<file path="config.mk">
export PLATFORM = sky130hd
export DESIGN_NAME = poly_cmd_encoder_fsm
export DESIGN_NICKNAME = d
export VERILOG_FILES = /design/src/rtl/poly_cmd_pkg.sv /design/src/rtl/poly_payload_counter.sv /design/src/rtl/poly_cmd_encoder_fsm.sv
export SDC_FILE = /design/constraint.sdc
export NUM_CORES = 1
export LEC_CHECK = 0
export CORE_MARGIN = 3
export CORE_UTILIZATION = 45
export CTS_BUF_LIST = sky130_fd_sc_hd__clkbuf_8 sky130_fd_sc_hd__clkbuf_16
export DETAILED_ROUTE_END_ITERATION = 12
export GPL_TIMING_DRIVEN = 0
export PLACE_DENSITY_LB_ADDON = 0.05
export SYNTH_ARGS = -nofsm -noshare
export SYNTH_HDL_FRONTEND = slang
export SYNTH_SLANG_ARGS = --single-unit
</file>
<file path="constraint.sdc">
create_clock -name clk -period 4.6 [get_ports clk]
set_input_delay 0.46 -clock clk [delete_from_list [all_inputs] [get_ports clk]]
set_output_delay 0.46 -clock clk [all_outputs]
set_load 0.1 [all_outputs]
</file>
<file path="src/rtl/poly_cmd_pkg.sv">
// rtl/poly_cmd_pkg.sv - shared opcodes, command field layout, error codes and FSM states
//
// Purpose: single source of truth for the polynomial command word format,
//          shared by the command encoder and the command decoder.
// Contents: opcode constants, command field bit positions, error codes,
//           encoder state encoding, payload counter width, pack_cmd() helper.
package poly_cmd_pkg;

  localparam logic [7:0] OP_STP = 8'd0;
  localparam logic [7:0] OP_EVP = 8'd1;
  localparam logic [7:0] OP_EVB = 8'd2;
  localparam logic [7:0] OP_RST = 8'd3;

  localparam int CMD_W         = 16;
  localparam int CMD_INSTR_LSB = 8;
  localparam int CMD_ARG1_LSB  = 5;
  localparam int CMD_ARG2_LSB  = 0;

  localparam logic [1:0] ERR_OK     = 2'b00;
  localparam logic [1:0] ERR_OPCODE = 2'b01;
  localparam logic [1:0] ERR_ARG    = 2'b10;

  // arg2 + 1 can reach 32, so the payload counter needs one bit more than arg2.
  localparam int              CNT_W   = 6;
  localparam logic [CNT_W-1:0] CNT_ONE = CNT_W'(1);

  typedef enum logic [2:0] {
    ST_IDLE       = 3'd0,
    ST_CHECK      = 3'd1,
    ST_WRITE_CMD  = 3'd2,
    ST_WRITE_DATA = 3'd3,
    ST_DONE       = 3'd4,
    ST_ERROR      = 3'd5
  } state_e;

  function automatic logic [CMD_W-1:0] pack_cmd(input logic [7:0] instr,
                                                input logic [2:0] arg1,
                                                input logic [4:0] arg2);
    logic [CMD_W-1:0] w;
    w = '0;
    w[CMD_INSTR_LSB +: 8] = instr;
    w[CMD_ARG1_LSB  +: 3] = arg1;
    w[CMD_ARG2_LSB  +: 5] = arg2;
    return w;
  endfunction

endpackage

</file>
<file path="src/rtl/poly_payload_counter.sv">
// rtl/poly_payload_counter.sv - loadable payload word down-counter with zero flag
//
// Purpose: counts the payload words still owed for the current command.
// Ports:
//   clk_i       clock
//   rst_ni      asynchronous active-low reset, clears the count
//   load_i      load load_val_i (has priority over dec_i)
//   load_val_i  payload count to load
//   dec_i       decrement by one (saturates at zero)
//   count_o     current count
//   zero_o      count is zero
module poly_payload_counter
  import poly_cmd_pkg::*;
(
  input  logic             clk_i,
  input  logic             rst_ni,
  input  logic             load_i,
  input  logic [CNT_W-1:0] load_val_i,
  input  logic             dec_i,
  output logic [CNT_W-1:0] count_o,
  output logic             zero_o
);

  logic [CNT_W-1:0] count_q, count_d;

  always_comb begin
    count_d = count_q;
    if (load_i) begin
      count_d = load_val_i;
    end else if (dec_i && (count_q != '0)) begin
      count_d = count_q - CNT_ONE;
    end
  end

  always_ff @(posedge clk_i or negedge rst_ni) begin
    if (!rst_ni) begin
      count_q <= '0;
    end else begin
      count_q <= count_d;
    end
  end

  assign count_o = count_q;
  assign zero_o  = (count_q == '0);

endmodule

</file>
<file path="src/rtl/poly_cmd_encoder_fsm.sv">
// rtl/poly_cmd_encoder_fsm.sv - validates a polynomial command and writes it plus payload to FIFOs
//
// Purpose: on start, latch {instr, arg1, arg2}, validate it, write the packed
//          command word to the command FIFO, then stream the payload words
//          from data_in to the data FIFO, and pulse done (with error code).
// Ports:
//   clk, rst                 clock, asynchronous active-low reset
//   start, instr, arg1, arg2 command request (sampled in IDLE only)
//   data_in, data_valid      payload word source; data_ready = accepted
//   command_fifo_full        command FIFO back-pressure
//   data_fifo_full           data FIFO back-pressure
//   wr_out_command, command_out  command FIFO write port
//   wr_out_data, data_out        data FIFO write port
//   busy, done, error        status
//   cmd_count                completed-command counter (POLY_CMD_ENC_STATS_EN only)
// Build option: POLY_CMD_ENC_STATS_EN adds the cmd_count output.
module poly_cmd_encoder_fsm
  import poly_cmd_pkg::*;
#(
  parameter int word_size  = 16,
  parameter int max_degree = 10
) (
  input  logic                 clk,
  input  logic                 rst,
  input  logic                 start,
  input  logic [7:0]           instr,
  input  logic [2:0]           arg1,
  input  logic [4:0]           arg2,
  input  logic [word_size-1:0] data_in,
  input  logic                 data_valid,
  output logic                 data_ready,
  input  logic                 command_fifo_full,
  input  logic                 data_fifo_full,
  output logic                 wr_out_command,
  output logic [word_size-1:0] command_out,
  output logic                 wr_out_data,
  output logic [word_size-1:0] data_out,
  output logic                 busy,
  output logic                 done,
  output logic [1:0]           error
`ifdef POLY_CMD_ENC_STATS_EN
  ,
  output logic [15:0]          cmd_count
`endif
);

  state_e     state_q, state_d;
  logic [7:0] instr_q;
  logic [2:0] arg1_q;
  logic [4:0] arg2_q;
  logic [1:0] err_q, err_d;

  logic             cnt_load, cnt_dec, cnt_zero;
  logic [CNT_W-1:0] cnt_load_val, cnt_value;

  poly_payload_counter u_counter (
    .clk_i      (clk),
    .rst_ni     (rst),
    .load_i     (cnt_load),
    .load_val_i (cnt_load_val),
    .dec_i      (cnt_dec),
    .count_o    (cnt_value),
    .zero_o     (cnt_zero)
  );

  // Validation of the latched fields; only consumed in CHECK.
  always_comb begin
    err_d = ERR_OK;
    if (instr_q > OP_RST) begin
      err_d = ERR_OPCODE;
    end else if (((instr_q == OP_STP) && (32'(arg2_q) > max_degree)) ||
                 ((instr_q == OP_EVB) && (arg2_q == '0))) begin
      err_d = ERR_ARG;
    end
  end

  always_comb begin
    state_d        = state_q;
    cnt_load       = 1'b0;
    cnt_load_val   = '0;
    cnt_dec        = 1'b0;
    wr_out_command = 1'b0;
    command_out    = '0;
    data_ready     = 1'b0;
    wr_out_data    = 1'b0;
    data_out       = '0;
    done           = 1'b0;
    error          = ERR_OK;
    busy           = (state_q != ST_IDLE);

    unique case (state_q)
      ST_IDLE: begin
        if (start) state_d = ST_CHECK;
      end
      ST_CHECK: begin
        if (err_d != ERR_OK) begin
          state_d = ST_ERROR;
        end else begin
          cnt_load = 1'b1;
          unique case (instr_q)
            OP_STP:  cnt_load_val = CNT_W'(arg2_q) + CNT_ONE;
            OP_EVP:  cnt_load_val = CNT_ONE;
            OP_EVB:  cnt_load_val = CNT_W'(arg2_q);
            default: cnt_load_val = '0;
          endcase
          state_d = ST_WRITE_CMD;
        end
      end
      ST_WRITE_CMD: begin
        command_out[CMD_W-1:0] = pack_cmd(instr_q, arg1_q, arg2_q);
        wr_out_command         = !command_fifo_full;
        if (wr_out_command) state_d = cnt_zero ? ST_DONE : ST_WRITE_DATA;
      end
      ST_WRITE_DATA: begin
        data_ready  = !data_fifo_full;
        data_out    = data_in;
        wr_out_data = data_valid && data_ready;
        if (wr_out_data) begin
          cnt_dec = 1'b1;
          // The write that consumes the last owed word finishes the command.
          if (cnt_value == CNT_ONE) state_d = ST_DONE;
        end
      end
      ST_DONE: begin
        done    = 1'b1;
        state_d = ST_IDLE;
      end
      ST_ERROR: begin
        done    = 1'b1;
        error   = err_q;
        state_d = ST_IDLE;
      end
      default: state_d = ST_IDLE;
    endcase
  end

  always_ff @(posedge clk or negedge rst) begin
    if (!rst) begin
      state_q <= ST_IDLE;
      instr_q <= '0;
      arg1_q  <= '0;
      arg2_q  <= '0;
      err_q   <= ERR_OK;
    end else begin
      state_q <= state_d;
      if ((state_q == ST_IDLE) && start) begin
        instr_q <= instr;
        arg1_q  <= arg1;
        arg2_q  <= arg2;
      end
      if (state_q == ST_CHECK) err_q <= err_d;
    end
  end

`ifdef POLY_CMD_ENC_STATS_EN
  logic [15:0] cmd_count_q;

  always_ff @(posedge clk or negedge rst) begin
    if (!rst) begin
      cmd_count_q <= '0;
    end else if (state_q == ST_DONE) begin
      cmd_count_q <= cmd_count_q + 16'd1;
    end
  end

  assign cmd_count = cmd_count_q;
`endif

endmodule

</file>
==> results of run 1 <==
-- registers in the layout, summed over array words and instances, names as in the netlist --
signal	count
instr_q	8
err_q	2
arg1_q	3
arg2_q	5
u_counter.count_o	6
state_q	3
-- layout make-up --
cell class | count | area (sq um) | area share
buffer | 7 | 31.28 | 0.01208
clock buffer | 3 | 41.29 | 0.01595
clock inverter | 1 | 5.005 | 0.001933
inverter | 10 | 37.54 | 0.01450
multi-input combinational | 132 | 979.7 | 0.3784
sequential | 27 | 675.6 | 0.2610
tap | 46 | 57.56 | 0.02223
timing repair buffer | 76 | 760.7 | 0.2939
-- cell families (layout without fill, tap and decap cells) --
group,Yosys count,in the layout,share of synthesized area
multiplexers,21,21,0.1328
adder cells (fa/ha/maj),6,6,0.04354
buffers and inverters,17,97,0.03992
AND/OR/NAND/NOR,80,80,0.2707
AO/OA/AOI/OAI,17,17,0.08056
XOR/XNOR,8,8,0.04063
flip-flops,27,27,0.3919
-- metal layers --
layer | up-vias | track usage
met1 | 678 | 0.2336
met2 | 50 | 0.3183
li1 | 753 | -
met4 | 0 | 0.03970
met5 | - | 0
met3 | 6 | 0.03941
-- critical path, delay by kind of cell (launching register included) --
family,cells,cell delay [ps]
buffers and inverters,3,1650
AND/OR/NAND/NOR,2,950
flip-flops,1,360
-- power breakdown --
part | leakage, uW | total [uW] | switching [uW] | internal (uW)
combinational | 0.000685 | 590 | 340 | 251
clock | 0.0000255 | 133 | 72.0 | 60.5
sequential | 0.000330 | 433 | 96.3 | 337
-- synthesized netlist by cell type (2+ instances only) --
master / number / area share
and2_1: 33 / 0.12
dfrtp_1: 27 / 0.39
mux2_2: 15 / 0.098
inv_1: 10 / 0.022
nand2_1: 10 / 0.022
nor2_1: 8 / 0.017
o21ai_0: 7 / 0.020
ha_1: 6 / 0.044
mux2i_1: 6 / 0.035
nor3_1: 6 / 0.017
buf_2: 4 / 0.012
nor2b_1: 4 / 0.015
xnor2_1: 4 / 0.020
xor2_1: 4 / 0.020
clkbuf_1: 3 / 0.0065
nand2b_1: 3 / 0.011
nand3_1: 3 / 0.0087
nor3b_1: 3 / 0.013
and3_1: 2 / 0.0073
nand3b_1: 2 / 0.0087
nor4_1: 2 / 0.0073
-- final timing paths --
path,end,slack (ps),cells after the start
min in group asynchronous,state_q[0]$_DFFE_PN0P_,830,1
max in group asynchronous,state_q[2]$_DFFE_PN0P_,3050,1
min,err_q[0]$_DFFE_PN0P_,490,1
max,command_out[5],910,5
max reg2reg,state_q[0]$_DFFE_PN0P_,2520,5
min reg2reg,err_q[0]$_DFFE_PN0P_,490,1
-- through the flow --
stage            util  hold slack [ps]
6_report       0.7353            494.0
3_3_place_gp   0.7221            468.7
2_1_floorplan       -            164.4
3_5_place_dp   0.7221            474.4
5_1_grt        0.7353            526.9
4_1_cts        0.7353            495.8
==> key figures, run 1 <==
Run status
  – Status: finished, final reports clean

Place
  – IO Port Bufs: 76
  – Placed Area: 2542 sq um
  – Cells after DPL: 298
  – DP Worst Slack: 1238 ps
  – Detailed placer's ending HPWL: 3.215 mm
  – GPL Wtd Cong: 0.8008

Yosys
  – Register area share after synthesis: 0.3919
  – Mapped Cells: 176
  – Syn nets: 220
  – Synth unique cells: 35
  – Seq cells post-synth: 27
  – Synthesized area: 1724 sq um
  – Synth Flop Type: dfrtp_1
  – Asr flop ratio synth: 1.000
  – Syn avg cell area: 9.796 sq um
  – Yosys synthesis warning count: 0
  – Post-synth EDFFs: 0

Floorplan
  – Initial Util: 0.4897
  – Die W: 67.90 um
  – Die Footprint: 4610 sq um
  – I/O pins: 77
  – Site Rows: 21
  – Core Box Area: 3521 sq um
  – Die Y-Extent: between 60 and 70 um

Setup path
  – CP Max Fanout: 10
  – CP required: about 4100 ps
  – Start of the worst register-to-register path: state_q[2]$_DFFE_PN0P_
  – Arr. time, crit path: about 3200 ps
  – Worst path max stage delay: 1130 ps
  – Worst-path cell chain: buf_2 -> nor3b_1 -> clkbuf_1 -> and2_1 -> clkdlybuf4s50_1
  – Worst path slowest cell: clkdlybuf4s50_1
  – Worst Setup End Kind: output port
  – Worst Setup Start Kind: flop
  – Crit path from: state_q[2]$_DFFE_PN0P_
  – CP Class: reg2out

Cells and area
  – Ant. Diodes: 0
  – Total Nets Final: approximately 300
  – Cell Count, Final, Fillers Out: about 300
  – Commonest non-fill, non-tap cells in the layout: clkdlybuf4s50_1, and2_1, dfrtp_1
  – Fillers: 290
  – Finished Cell Area: 2589 sq um
  – Fraction of layout cells with a size suffix above 1: 0.1133
  – Layout overhead on the synthesized area: 50.14%
  – Most common cell after layout, fill and taps aside: clkdlybuf4s50_1

Route
  – Max layer used: met4
  – DRC viols: 0
  – DR WL met3: 247 um
  – DR iter-0 viols: 70
  – Routed wire length: 3.999 mm
  – Routed len/inst: 13.24 um
  – Drt pass-1 iters: 4
  – Met1 wire length: about 1.8 mm
  – Vias: 1487
  – Post-route ant nets: 0
  – Post-DR vias/cell: 4.924
  – Metal2 WL: 1.905 mm

Pwr
  – Worst vdd rail ir drop: 379.0 uV
  – Leakage Power: 0.001040 uW
  – Final Power: 1156 uW
  – PwrDens: 446.5 nW/um^2

Clocking
  – Reg clk slew, reported paths: about 90 ps
  – Clock sink count: 27
  – Clk_lat worst skew: about 260 ps
  – CTS root buf: clkbuf_8
  – CTS Hold Buffers Added: 0
  – # resized after CTS: 0
  – H-Tree Level Count: 1
  – TritonCTS clock tree: done
  – Postcts setup bufs: 0
  – CTS max path bufs: 2
  – CTS Buf Count: 3

Timing
  – Final Skew: around 2.8 ps
  – FMAX: about 270 MHz
  – Post-layout min period: approximately 3700 ps
  – Hold Fails Final Rpt: 0
  – Max-slew headroom: 0.1874
  – Setup TNS: 0 ps
  – Final setup vio count: 0
  – Final worst setup slack: 905.3 ps
  – RSZ-0062 raised after global routing: no
  – Fin crit share: 0.8032
  – Worst-margin pin slew: ~1200 ps
  – Fin. max-slew vios: 0

Global routing
  – Remaining global-route overflow: 0
  – Initial antenna violation count: 0
  – Largest net degree at the start of global routing: 28
  – Tot GR Track Use: 0.1831
  – First-pass GRT wire length: between 6 and 7 mm
  – Vias in the first global route: ~1400

Worst hold path
  – Hold Crit Start: err_q[0]$_DFFE_PN0P_
  – Worst Hold Class: reg2reg

Job
  – Maxcap violations: 0
Power figures use the tool's default switching activity.
==> run 2: changes to the inputs <==
--- a/config.mk
+++ b/config.mk
@@ -6,7 +6,7 @@
 export NUM_CORES = 1
 export LEC_CHECK = 0
 export CORE_MARGIN = 3
-export CORE_UTILIZATION = 45
+export CORE_UTILIZATION = 38
 export CTS_BUF_LIST = sky130_fd_sc_hd__clkbuf_8 sky130_fd_sc_hd__clkbuf_16
 export DETAILED_ROUTE_END_ITERATION = 12
 export GPL_TIMING_DRIVEN = 0
==> constraint.sdc (replaced) <==
create_clock -name clk -period 3.3 [get_ports clk]
set_input_delay 0.33 -clock clk [delete_from_list [all_inputs] [get_ports clk]]
set_output_delay 0.33 -clock clk [all_outputs]
set_load 0.1 [all_outputs]
==> key figures, run 2 (synthesis gave the netlist of run 1 again) <==
Place
  – Cells after DPL: 302 (+1.3%)
  – DP Worst Slack: -65.38 ps (-1303 ps)
  – Detailed placer's ending HPWL: 3.364 mm (+4.7%)
  – IO Port Bufs: 76 (unchanged)
  – GPL Wtd Cong: 0.7885 (-1.5%)

Setup path
  – Worst path max stage delay: 860 ps (-270 ps)
  – CP required: 2970 ps (-1170 ps)
  – Worst Setup End Kind: output port
  – Worst-path cell chain: inv_1 -> nor3b_1 -> clkbuf_1 -> and2_1 -> dlygate4sd2_1
  – CP Max Fanout: 10 (unchanged)
  – Worst Setup Start Kind: flop
  – Arr. time, crit path: 2700 ps (-530 ps)
  – CP Class: reg2out
  – Worst path slowest cell: dlygate4sd2_1

Cells and area
  – Max reg flops: 8 (unchanged)
  – Total Nets Final: 301 (unchanged)
  – Ant. Diodes: 0 (unchanged)
  – Most common cell after layout, fill and taps aside: clkdlybuf4s50_1
  – Commonest non-fill, non-tap cells in the layout: clkdlybuf4s50_1, and2_1, dfrtp_1
  – Fraction of layout cells with a size suffix above 1: 0.1211 (+0.007813)
  – Most flops, register: instr_q
  – Layout overhead on the synthesized area: 49.13%
  – Cell Count, Final, Fillers Out: 306 (+1.3%)

Floorplan
  – I/O pins: 77 (unchanged)
  – Core Box Area: 4173 sq um (+19%)
  – Initial Util: 0.4132 (-0.07650)
  – Die W: 73.36 um (+8.0%)
  – Site Rows: 23 (+9.5%)
  – Die Footprint: 5382 sq um (+17%)
  – Die Y-Extent: 73.36 um (+8.0%)

Timing
  – Final Skew: 13.94 ps (+11.17 ps)
  – Final setup vio count: 0 (unchanged)
  – Post-layout min period: 3029 ps
  – Fin crit share: 0.9179
  – Hold Fails Final Rpt: 0 (unchanged)
  – Fin. max-slew vios: 0 (unchanged)
  – FMAX: ~330 MHz
  – Worst-margin pin slew: 1004 ps (-210.7 ps)
  – RSZ-0062 raised after global routing: no
  – Final worst setup slack: 270.9 ps (-634.4 ps)
  – Max-slew headroom: 0.3283 (+0.1409)

Route
  – Post-route ant nets: 0 (unchanged)
  – DR iter-0 viols: 39 (-44%)
  – Vias: 1488 (+0.067%)
  – Routed wire length: 4.265 mm (+6.7%)
  – Post-DR vias/cell: 4.863 (-1.2%)
  – DRC viols: 0 (unchanged)
  – Drt pass-1 iters: 4 (unchanged)
  – Routed len/inst: 13.94 um (+5.3%)

Pwr
  – Net switching power: 721.7 uW (+42%)
  – Sw Ratio: 0.4445 (+0.005141)
  – PwrDens: 631.4 nW/um^2 (+41%)
  – Worst vdd rail ir drop: 325.7 uV (-14%)
  – Clock Power Share: 0.123 (+0.008)
  – Flop pwr share: 0.376 (about the same)
  – Comb pwr share: 0.501 (-0.009)
  – Leakage Power: 0.001136 uW (+9.2%)
  – Int Power: 901.8 uW (+39%)

Clocking
  – CTS root buf: clkbuf_8
  – Clock sink count: 27 (unchanged)
  – Postcts setup bufs: 0 (unchanged)
  – H-Tree Level Count: 1 (unchanged)
  – Clk_lat worst skew: 280 ps (+20 ps)
  – CTS max path bufs: 2 (unchanged)
  – # resized after CTS: 21 (+21)
  – TritonCTS clock tree: done
  – CTS Hold Buffers Added: 0 (unchanged)
  – Reg clk slew, reported paths: 110 ps (+20 ps)
  – CTS Buf Count: 3 (unchanged)

Job
  – Maxcap violations: 0 (unchanged)

Global routing
  – Remaining global-route overflow: 0 (unchanged)
  – Initial antenna violation count: 0 (unchanged)
  – Tot GR Track Use: 0.1718 (-0.01135)
  – First-pass GRT wire length: 7.210 mm (+12%)
  – Largest net degree at the start of global routing: 28 (unchanged)
  – Vias in the first global route: 1501 (+9.7%)

Worst hold path
  – Worst Hold Class: in2async

Run status
  – Status: finished, final reports clean
==> run 2: cell types whose count changed in the layout (fill, tap and decap cells not counted), sizes merged <==
cell           previous run  this run
clkdlybuf4s50            76        55
dlygate4sd2               0        20
buf                       4         5
clkinv                    1         0
clkinvlp                  0         1
==> run 2: power by group through the flow <==
stage          Combinational (uW)  Sequential [uW]  Clock (uW)
6_report                      813              610         200
5_1_grt                       894              636         223
2_1_floorplan                 640              576           0
3_3_place_gp                  815              612           0
3_5_place_dp                  822              616           0
4_1_cts                       823              610         206
==> run 2: layer usage <==
metal	global-route usage	vias to the layer above	part of all wire
met4	0.04829	0	0.013
li1	-	755	-
met1	0.2146	686	0.43
met5	0	-	0
met2	0.2949	41	0.49
met3	0.04104	6	0.065
==> run 2: worst paths after layout <==
kind                       slack [ps]                                to  depth (start not counted)                        startpoint
min                                60  u_counter.count_o[3]$_DFFE_PN0P_                          1                               rst
min reg2reg                       510  u_counter.count_o[5]$_DFFE_PN0P_                          1  u_counter.count_o[5]$_DFFE_PN0P_
max                               270                       data_out[7]                          5            state_q[0]$_DFFE_PN0P_
max reg2reg                      1270            instr_q[2]$_DFFE_PN0P_                          6            state_q[2]$_DFFE_PN0P_
min in group clk                  510  u_counter.count_o[5]$_DFFE_PN0P_                          1  u_counter.count_o[5]$_DFFE_PN0P_
max in group asynchronous        2810             arg1_q[0]$_DFFE_PN0P_                          1                               rst
==> run 2: layout make-up <==
| cell class | instances | area [sq um] |
|---|---|---|
| Clock buffer | 3 | 41.29 |
| Inverter | 10 | 37.54 |
| Multi-Input combinational cell | 132 | 984.7 |
| Clock inverter | 1 | 7.507 |
| Sequential cell | 27 | 675.6 |
| Buffer | 7 | 31.28 |
| Tap cell | 50 | 62.56 |
| Timing Repair Buffer | 76 | 730.7 |
| Fill cell | 374 | 1602 |
==> run 2: stage by stage <==
stage / hold WS [ps] / instance area [sq um] / total power, uW / TNS, ps / utilization
floorplan: 34.41 / 1724 / 1216 / 0 / -
global placement: 473.2 / 2547 / 1427 / -229.9 / 0.6105
detailed placement: 489.2 / 2547 / 1437 / -517.6 / 0.6105
CTS: 510.8 / 2576 / 1639 / 0 / 0.6174
global route: 92.45 / 2571 / 1753 / 0 / 0.6162
finish: 60.06 / 2571 / 1624 / 0 / 0.6162
==> run 2: worst max-delay path: cells and delay by family (launching register included) <==
family,cells,cell delay (ps)
DFF,1,490
and+or+nand+nor,2,640
buffers and inverters,3,1300
